## config.mk

```make
export PLATFORM = sky130hd
export DESIGN_NAME = led_rotation_decoder
export DESIGN_NICKNAME = d
export VERILOG_FILES = /design/src/rtl/led_rotation_decoder_pkg.sv /design/src/rtl/led_rotation_decoder_interval_timer.sv /design/src/rtl/led_rotation_decoder.sv
export SDC_FILE = /design/constraint.sdc
export NUM_CORES = 1
export LEC_CHECK = 0
export BUFFER_PORTS_ARGS = -buffer_cell sky130_fd_sc_hd__buf_2
export CORE_UTILIZATION = 59
export CTS_CLUSTER_SIZE = 12
export DETAILED_ROUTE_END_ITERATION = 8
export PLACE_DENSITY = 0.8
export SLEW_MARGIN = 30
export SYNTH_ARGS = -nofsm -noshare
export SYNTH_HDL_FRONTEND = slang
export SYNTH_SLANG_ARGS = --single-unit
```

## constraint.sdc

```tcl
create_clock -name in_clk -period 3.1 [get_ports in_clk]
set_input_delay 0.62 -clock in_clk [delete_from_list [all_inputs] [get_ports in_clk]]
set_output_delay 0.62 -clock in_clk [all_outputs]
set_load 0.01 [all_outputs]
```

## src/rtl/led_rotation_decoder_pkg.sv

```systemverilog
// Shared types and helpers for the rotating-LED decoder: FSM states,
// one-hot position constants and ring adjacency functions.
package led_rotation_decoder_pkg;

  typedef enum logic [1:0] {
    StIdle   = 2'd0,
    StTrack  = 2'd1,
    StLocked = 2'd2
  } state_e;

  localparam logic [3:0] Led0 = 4'b0001;
  localparam logic [3:0] Led1 = 4'b0010;
  localparam logic [3:0] Led2 = 4'b0100;
  localparam logic [3:0] Led3 = 4'b1000;

  // Next position MSB-ward on the ring (1000 wraps to 0001).
  function automatic logic [3:0] next_up(input logic [3:0] led);
    return {led[2:0], led[3]};
  endfunction

  // Next position LSB-ward on the ring (0001 wraps to 1000).
  function automatic logic [3:0] next_dn(input logic [3:0] led);
    return {led[0], led[3:1]};
  endfunction

  function automatic logic is_onehot(input logic [3:0] led);
    return (led != 4'b0000) && ((led & (led - 4'd1)) == 4'b0000);
  endfunction

  function automatic logic [7:0] sat_inc(input logic [7:0] val);
    return (val == 8'hff) ? val : val + 8'd1;
  endfunction

endpackage

```

## src/rtl/led_rotation_decoder_interval_timer.sv

```systemverilog
// 8-bit saturating interval counter with synchronous clear and a flag that
// fires on the clock where the counter reaches TIMEOUT.
module interval_timer
  import led_rotation_decoder_pkg::*;
#(
  parameter logic [7:0] TIMEOUT = 8'd255
) (
  input  logic       clk_i,
  input  logic       rst_i,
  input  logic       clear_i,
  output logic [7:0] count_o,
  output logic       timeout_o
);

  logic [7:0] count_q, count_d;

  always_comb begin
    count_d   = clear_i ? 8'd0 : sat_inc(count_q);
    timeout_o = !clear_i && (count_d >= TIMEOUT);
  end

  always_ff @(posedge clk_i) begin
    if (rst_i) begin
      count_q <= 8'd0;
    end else begin
      count_q <= count_d;
    end
  end

  assign count_o = count_q;

endmodule

```

## src/rtl/led_rotation_decoder.sv

```systemverilog
// Decodes a rotating one-hot LED pattern into direction, step count and step
// period, locking once CONFIRM consistent steps have been observed.
module led_rotation_decoder
  import led_rotation_decoder_pkg::*;
#(
  parameter logic [7:0]  TIMEOUT = 8'd255,
  parameter int unsigned CONFIRM = 2
) (
  input  logic       in_clk,
  input  logic       rst,
  input  logic [3:0] led_in,
  output logic       dir,
  output logic [7:0] step_count,
  output logic [7:0] period,
  output logic       locked,
  output logic       err
);

  state_e     state_q;
  logic [3:0] prev_led_q;
  logic       armed_q;
  logic       dir_q;
  logic       locked_q;
  logic       err_q;
  logic [7:0] step_count_q;
  logic [7:0] period_q;
  logic [7:0] confirm_q;

  logic       change;
  logic       valid;
  logic       step_up;
  logic       step_dn;
  logic       step;
  logic       illegal;
  logic       same_dir;
  logic       enter_track;
  logic       timer_clear;
  logic       timeout;
  logic [7:0] interval;
  logic [7:0] confirm_nxt;

  // armed_q is low for the first clock after reset so the initial load of
  // prev_led_q is never mistaken for a pattern change.
  always_comb begin
    change      = armed_q && (led_in != prev_led_q);
    valid       = is_onehot(led_in);
    step_up     = change && valid && (led_in == next_up(prev_led_q));
    step_dn     = change && valid && (led_in == next_dn(prev_led_q));
    step        = step_up || step_dn;
    illegal     = (state_q == StIdle) ? (change && !valid) : (change && !step);
    enter_track = (state_q == StIdle) && armed_q && valid;
    same_dir    = (step_up == dir_q);
    confirm_nxt = ((confirm_q == 8'd0) || same_dir) ? confirm_q + 8'd1 : 8'd1;
    timer_clear = change || enter_track;
  end

  interval_timer #(
    .TIMEOUT(TIMEOUT)
  ) u_interval_timer (
    .clk_i    (in_clk),
    .rst_i    (rst),
    .clear_i  (timer_clear),
    .count_o  (interval),
    .timeout_o(timeout)
  );

  always_ff @(posedge in_clk) begin
    if (rst) begin
      state_q      <= StIdle;
      prev_led_q   <= 4'b0000;
      armed_q      <= 1'b0;
      dir_q        <= 1'b0;
      locked_q     <= 1'b0;
      err_q        <= 1'b0;
      step_count_q <= 8'd0;
      period_q     <= 8'd0;
      confirm_q    <= 8'd0;
    end else begin
      prev_led_q <= led_in;
      armed_q    <= 1'b1;
      err_q      <= 1'b0;
      // An illegal change outranks everything, including a coincident timeout.
      if (illegal) begin
        state_q   <= StIdle;
        err_q     <= 1'b1;
        locked_q  <= 1'b0;
        confirm_q <= 8'd0;
      end else begin
        unique case (state_q)
          StIdle: begin
            confirm_q <= 8'd0;
            if (enter_track) begin
              state_q <= StTrack;
            end
          end
          StTrack: begin
            if (step) begin
              dir_q     <= step_up;
              period_q  <= sat_inc(interval);
              confirm_q <= confirm_nxt;
              // The confirming step is the first step counted while locked.
              if (32'(confirm_nxt) >= CONFIRM) begin
                state_q      <= StLocked;
                locked_q     <= 1'b1;
                step_count_q <= step_count_q + 8'd1;
              end
            end
          end
          StLocked: begin
            if (step) begin
              period_q <= sat_inc(interval);
              if (same_dir) begin
                step_count_q <= step_count_q + 8'd1;
              end else begin
                state_q   <= StTrack;
                dir_q     <= step_up;
                confirm_q <= 8'd1;
                locked_q  <= 1'b0;
              end
            end else if (timeout) begin
              state_q   <= StIdle;
              locked_q  <= 1'b0;
              confirm_q <= 8'd0;
            end
          end
          default: begin
            state_q <= StIdle;
          end
        endcase
      end
    end
  end

  assign dir        = dir_q;
  assign step_count = step_count_q;
  assign period     = period_q;
  assign locked     = locked_q;
  assign err        = err_q;

endmodule

```

==> metrics, run 1 <==
Final Skew=0.0146 ns; Tcrit/Tclk final=0.919; Post-CTS Hold Buffers=0; DRT Wirelength=5.54 mm; vias per cell=6.16; RSZ-0062 raised after global routing=false; clk_lat worst skew=approximately 0.3 ns; Syn-to-layout area delta=9.75%; Worst-path clk slew=0.09 ns; core area=around 0.004 mm^2; CP Launch Type=register; Min Hold Slack=0.468 ns; run status=complete, no violations; layout cells sized above 1=0.156; Fmax=0.351 GHz; Final GP Congestion=0.874; Max IR drop VDD=0.285 mV; Ant. Diodes=0; register area share after synthesis=0.331; Hold Fails Final Rpt=0; H-tree depth=2; initial antenna violation count=0; Synth async-reset ratio=0; final setup TNS=0 ns; DRC viols=0; first-pass GRT wire length=9.33 mm; Die H=67.6 um; post-route ant nets=0; Critical Path AT=~3 ns; Crit Path Max Fanout=13; Clock Sinks=between 40 and 50; Final setup viols=0; Clock Root Buffer=clkbuf_8; Tmin final=2.85 ns; worst endpoint required time=3.28 ns; Synth Area per Inst=between 8 and 9 um^2; Slew Limit Headroom=0.510; Post-synth EDFFs=0; DR pass1 iterations=4; Worst-Margin Slew=about 0.73 ns; largest net degree at the start of global routing=27; vias post-DR=2279; Cells after DPL=362; final std cells w/o fill=370; clk buf depth=2; final net count=around 330; Die ar.=~0.0046 mm^2; vias in the first global route=2022; detailed placer's ending HPWL=3.97 mm; Pins Over Slew Limit=0; Crit. End Element=register; Max Cap Violations=0; Post-Synthesis Cells=295; pwr dens=384 mW/mm^2; hold crit path type=register to register; number of I/O port buffers=24; gr ovfl total=0; post-cts sizing count=0; Top FF cell, synth=dfxtp_1; global-route usage over all layers=0.269; register bit total from synthesis=42; Syn. warnings=0; CTS tree=yes; Ports=25; Mapped Area=about 0.0025 mm^2; critical path class=register to register; Starting Density=0.626; Setup Buffers After CTS=0; Initial DRC Count=190; std cell rows=23; syn nets=309; Die W=between 60 and 70 um; WL/cell=15.0 um; TritonCTS Buffers=5; cell leakage power=1.07 nW; Yosys cell types=58
==> routing by layer <==
metal	global-route usage	wire, um	vias to the layer above
met5	0	0	-
met4	0.0745	43	0
met3	0.0659	235	4
met2	0.416	2560	53
met1	0.366	2690	1078
li1	-	-	1144
==> critical path, stage by stage (launching register included) <==
cell and delay, ns:
dfxtp_1 0.39, inv_1 0.09, ha_1 0.13, or4b_2 0.61, nor2_1 0.23, or3b_2 0.17
mux2i_1 0.09, nand4b_4 0.28, nor4b_1 0.37, mux2_2 0.37
==> final timing paths <==
path | start | to | slack (ns) | depth (start not counted)
worst max-delay path | confirm_q[0] | step_count[5] | 0.25 | 9
worst min-delay path | period[0] | period[0] | 0.47 | 2
worst max register to register | confirm_q[0] | step_count[5] | 0.25 | 9
worst min register to register | period[0] | period[0] | 0.47 | 2
==> layout by cell type (no fill, tap or decap), types with 7 or more instances in the layout <==
cell	instances
xnor2_1	13
ha_1	8
mux2i_1	7
nand2_1	14
inv_1	16
nor2_1	28
nand4_1	12
nor2b_1	9
xor2_1	7
nor3_1	9
a21oi_1	16
buf_2	24
dfxtp_1	42
o21ai_0	11
o2111ai_1	7
nand3_1	11
==> logic make-up (layout without fill, tap and decap cells) <==
logic type / count (synthesis) / in the layout / synth area share
and+or+nand+nor: 119 / 119 / 0.268
adders and majority gates: 8 / 8 / 0.0394
DFF: 42 / 42 / 0.331
muxes: 10 / 10 / 0.0409
xor gates and xnor gates: 20 / 20 / 0.0690
AOI/OAI and AO/OA: 68 / 68 / 0.201
buffers and inverters: 28 / 53 / 0.0502
==> sequential cells by signal, summed over array words and instances (netlist names) <==
signal / cells
armed_q: 1
confirm_q: 8
dir: 1
err: 1
locked: 1
period: 8
prev_led_q: 4
state_q: 2
step_count: 8
u_interval_timer.count_o: 8
==> power by group <==
group          switching [mW]  internal (mW)
combinational          0.0815         0.0508
clock                   0.200          0.179
sequential             0.0110          0.548
==> Yosys cell counts, types with 5 or more instances <==
cell | n | area [um^2]
dfxtp_1 | 42 | 841
nor2b_1 | 9 | 56.3
o2111ai_1 | 7 | 61.3
xnor2_1 | 13 | 114
ha_1 | 8 | 100
inv_1 | 16 | 60.1
nor3_1 | 9 | 45.0
a21oi_1 | 16 | 80.1
nand2_1 | 14 | 52.6
and3_1 | 6 | 37.5
mux2i_1 | 7 | 70.1
clkbuf_1 | 6 | 22.5
nand3_1 | 11 | 55.1
o31ai_1 | 5 | 37.5
nand4_1 | 12 | 75.1
xor2_1 | 7 | 61.3
a211oi_1 | 5 | 37.5
o21ai_0 | 11 | 55.1
nor2_1 | 28 | 105
==> stage by stage <==
step | instance area, um^2 | total power, mW | util | worst slack, ns
2_1_floorplan | 2540 | 0.675 | - | 0.208
4_1_cts | 2790 | 1.08 | 0.687 | 0.263
5_1_grt | 2790 | 1.12 | 0.687 | 0.0355
3_5_place_dp | 2690 | 0.702 | 0.664 | -0.0166
3_3_place_gp | 2690 | 0.699 | 0.664 | 0.0838
6_report | 2790 | 1.07 | 0.687 | 0.251
==> final cells by class <==
| class | instances | area [um^2] |
|---|---|---|
| tap | 50 | 62.6 |
| clock buffer | 6 | 82.6 |
| clock inverter | 2 | 12.5 |
| multi-input combinational | 225 | 1570 |
| fill | 327 | 1270 |
| sequential | 42 | 841 |
| timing repair buffer | 29 | 158 |
| inverter | 16 | 60.1 |
Power figures use the tool's default switching activity.
==> run 2, diff against run 1 <==
Settings changed: CORE_ASPECT_RATIO set to 0.5.
==> metrics, run 2 (synthesis gave the netlist of run 1 again) <==
run status=complete, no violations; initial antenna violation count=0; Fmax=0.351 GHz; final net count=approximately 340; std cell rows=16; CP Launch Type=register; Starting Density=0.634; Die H=48.4 um; vias in the first global route=approximately 2100; DRC viols=0; Max Cap Violations=0; critical path class=register to register; Ant. Diodes=0; commonest non-fill, non-tap cells in the layout=dfxtp_1, nor2_1, buf_2; Worst R2R Start=confirm_q[1]; hold crit path type=register to register; R2R Setup Slk=0.25 ns; Final GP Congestion=0.894; number of I/O port buffers=24; r2r worst-path depth=9; Crit Path Max Fanout=13; CTS tree=yes; Tmin final=2.85 ns; Post-CTS Hold Buffers=0; pwr dens=380 mW/mm^2; Worst Hold Depth=2; Hold Fails Final Rpt=0; TritonCTS Buffers=5; post-cts sizing count=0; worst slack, placed=-0.0489 ns; Slew Limit Headroom=0.480; layout cells sized above 1=0.161; Util after Layout=0.701; Ports=25; Setup Buffers After CTS=0; Die ar.=0.00459 mm^2; H-tree depth=2; global-route usage over all layers=0.271; Clock Sinks=42; Worst-path clk slew=~0.080 ns; Die W=between 90 and 100 um; WHS Endpoint=period[0]; Tcrit/Tclk final=0.919; Worst-Margin Slew=0.778 ns; first-pass GRT wire length=about 9.8 mm; core area=0.00400 mm^2; Clock Root Buffer=clkbuf_8; Pins Over Slew Limit=0; clk buf depth=2; fillers=approximately 340; clk_lat worst skew=approximately 0.29 ns; area of the multi-input gates=approximately 0.0016 mm^2; Max IR drop VDD=roughly 0.20 mV; WL/cell=15.3 um; Syn-to-layout area delta=10.5%; commonest non-fill, non-tap cell in the layout=dfxtp_1; largest net degree at the start of global routing=27; Crit. End Element=register; gr ovfl total=0; DRT Wirelength=5.76 mm; vias post-DR=2299; hold wc startpoint=period[0]; post-route ant nets=0; DR pass1 iterations=6; final worst setup slack=0.251 ns; Final setup viols=0; R2R Path End=step_count[5]; RSZ-0062 raised after global routing=false; Critical Path AT=just over 3 ns; cell leakage power=approximately 1.1 nW; Initial DRC Count=139; vias per cell=a little over 6; detailed placer's ending HPWL=4.14 mm; Final Skew=0.00605 ns; worst endpoint required time=between 3 and 4 ns; register area=about 840 um^2
[run 2: cell count changes in the layout (fill, tap and decap cells not counted)]
cell	delta
buf_4	+2
[run 2: worst max-delay path by stage]
| stage | startpoint | endpoint | slack, ns | depth (start not counted) |
|---|---|---|---|---|
| floorplan | led_in[0] | step_count[6] | 0.21 | 9 |
| global placement | led_in[1] | step_count[5] | 0.1 | 8 |
| detailed placement | led_in[1] | step_count[6] | -0.05 | 8 |
| CTS | led_in[1] | step_count[6] | 0.28 | 8 |
| global route | confirm_q[1] | step_count[5] | 0.08 | 9 |
| finish | confirm_q[1] | step_count[5] | 0.25 | 9 |
[run 2: routing by layer]
metal,wire [um],track usage
met3,220,0.0582
met4,18,0.0707
met1,2900,0.379
met5,0,0
met2,2630,0.423
[run 2: metrics by stage]
stage               hold WS [ns]  instances  setup TNS, ns  instance area [um^2]  power, mW
detailed placement         0.451        368        -0.0538                  2710      0.705
finish                     0.463        376              0                  2810       1.07
floorplan                  0.468        295              0                  2540      0.675
global placement           0.444        368              0                  2710      0.700
global route               0.507        376              0                  2810       1.12
CTS                        0.462        376              0                  2810       1.07
[run 2: layout make-up]
cell class | count | share of cell area
inverters | 16 | 0.0214
well taps | 54 | 0.0241
flip-flops and latches | 42 | 0.299
repair buffers | 31 | 0.0615
multi-input cells | 225 | 0.560
clock inverters | 2 | 0.00446
clock buffers | 6 | 0.0294
[run 2: power by group]
| group | internal, mW | leakage [nW] | total, mW | switching (mW) |
|---|---|---|---|---|
| Combinational | 0.0521 | 0.693 | 0.137 | 0.0851 |
| Clock | 0.179 | 0.0472 | 0.371 | 0.192 |
| Sequential | 0.548 | 0.340 | 0.558 | 0.0101 |
| Total | 0.779 | 1.08 | 1.07 | 0.287 |
[run 2: worst max-delay path, stage by stage (launching register included)]
cell and delay, ns:
dfxtp_1 0.38, inv_1 0.08, ha_1 0.13, or4b_2 0.60, nor2_1 0.25, or3b_2 0.18, mux2i_1 0.09, nand4b_4 0.29
nor4b_1 0.37, mux2_2 0.37
==> run 3, diff against run 2 <==
Settings changed: CORE_UTILIZATION 59 to 60, CTS_BUF_LIST set to sky130_fd_sc_hd__clkbuf_8, PLACE_DENSITY 0.8 to 0.81, RECOVER_POWER set to 25, SETUP_SLACK_MARGIN set to 0.4.
==> metrics, run 3 (synthesis gave the netlist of run 1 again) <==
Clock Root Buffer=clkbuf_8; DRT Wirelength=6.39 mm; fillers=~300; core area=0.00398 mm^2; Pins Over Slew Limit=0; Final Skew=0.00362 ns; Post-Layout Inst Area=0.00298 mm^2; commonest non-fill, non-tap cells in the layout=dfxtp_1, nor2_1, inv_1; CP Launch Type=input port; Fmax=0.376 GHz; Die W=~94 um; DR pass1 iterations=4; Starting Density=0.638; number of I/O port buffers=24; largest net degree at the start of global routing=27; Die H=48.0 um; initial antenna violation count=0; critical path class=input port to register; Initial DRC Count=~150; pwr dens=391 mW/mm^2; Syn-to-layout area delta=17.2%; final net count=340; std cell rows=16; Crit. End Element=register; vias per cell=6.30; global-route usage over all layers=0.283; Tcrit/Tclk final=0.858; Max Cap Violations=0; vias post-DR=2401; Max IR drop VDD=0.256 mV; Final setup viols=0; Final GP Congestion=a little under 0.9; layout cells sized above 1=0.187; commonest non-fill, non-tap cell in the layout=dfxtp_1; Die ar.=0.00451 mm^2; vias in the first global route=~2100; run status=complete, no violations; WL/cell=16.8 um; Critical Path AT=2.88 ns; clk_lat worst skew=about 0.30 ns; DRC viols=0; Clock Sinks=42; detailed placer's ending HPWL=4.18 mm; Post-CTS Hold Buffers=0; cell leakage power=1.08 nW; gr ovfl total=0; Crit Path Max Fanout=7; Worst-Margin Slew=roughly 1.2 ns; Hold Fails Final Rpt=0; CTS tree=yes; Worst-path clk slew=0.08 ns; post-route ant nets=0; Ant. Diodes=0; hold crit path type=register to register; worst endpoint required time=3.32 ns; placed inst area=0.00275 mm^2; final setup TNS=0 ns; Ports=25; RSZ-0062 raised after global routing=false; first-pass GRT wire length=9.59 mm; Tmin final=~2.7 ns; clk buf depth=2; TritonCTS Buffers=5; Util after Layout=0.747; H-tree depth=2; Slew Limit Headroom=0.216
[run 3: changes by cell type in the layout (fill, tap and decap cells not counted), sizes merged]
cell and delta:
bufinv +1, nand4b +1, clkbuf +10, clkinvlp -1, inv +1, buf -7
[run 3: report_power, final]
part           switching, mW  internal [mW]
combinational         0.0969         0.0616
clock                  0.204          0.241
sequential            0.0121          0.548
total                  0.313          0.851
[run 3: final timing paths]
kind         cells past startpoint            end  slack (ns)         start
min                              2      period[0]        0.47     period[0]
max                              9  step_count[0]        0.44     led_in[2]
max reg2reg                      9  step_count[0]        0.51  confirm_q[1]
min reg2reg                      2      period[0]        0.47     period[0]
[run 3: worst max-delay path: stages]
cell and delay [ns]:
buf_2 0.16, or4b_4 0.57, o311a_4 0.18, nor3_4 0.24, mux2i_2 0.14, nand4b_4 0.25
buf_4 0.21, or3_1 0.35, a21oi_1 0.15
[run 3: final cells by class]
| type | instances | area [um^2] | share of cell area |
|---|---|---|---|
| clock buffer | 5 | 68.8 | 0.0231 |
| clock inverter | 3 | 43.8 | 0.0147 |
| inverter | 16 | 60.1 | 0.0202 |
| multi-input combinational | 226 | 1710 | 0.573 |
| sequential | 42 | 843 | 0.283 |
| tap | 54 | 67.6 | 0.0227 |
| timing repair buffer | 35 | 189 | 0.0634 |
[run 3: what timing repair did]
| action | CTS | global route |
|---|---|---|
| endpoints found under the setup margin | 6 | 16 |
| gates cloned | 0 | 1 |
| buffers inserted | 3 | 5 |
| pin swaps | 1 | 4 |
| endpoints found under the hold margin | 0 | 0 |
| resized for setup | 3 | 9 |
[run 3: metrics by stage]
step	cells	total power [mW]	setup WS (ns)	hold WS [ns]
4_1_cts	375	1.15	0.411	0.464
2_1_floorplan	295	0.687	0.358	0.468
6_report	381	1.16	0.440	0.467
3_3_place_gp	364	0.705	0.203	0.448
5_1_grt	381	1.20	0.373	0.513
3_5_place_dp	364	0.711	0.0767	0.452
[run 3: routing by layer]
layer  up-vias  track usage  wire length, um
met1      1149        0.351             2840
met4         0       0.0954              174
met2        76        0.508             3020
met3        23       0.0651              350
met5         -            0                0
li1       1153            -                -
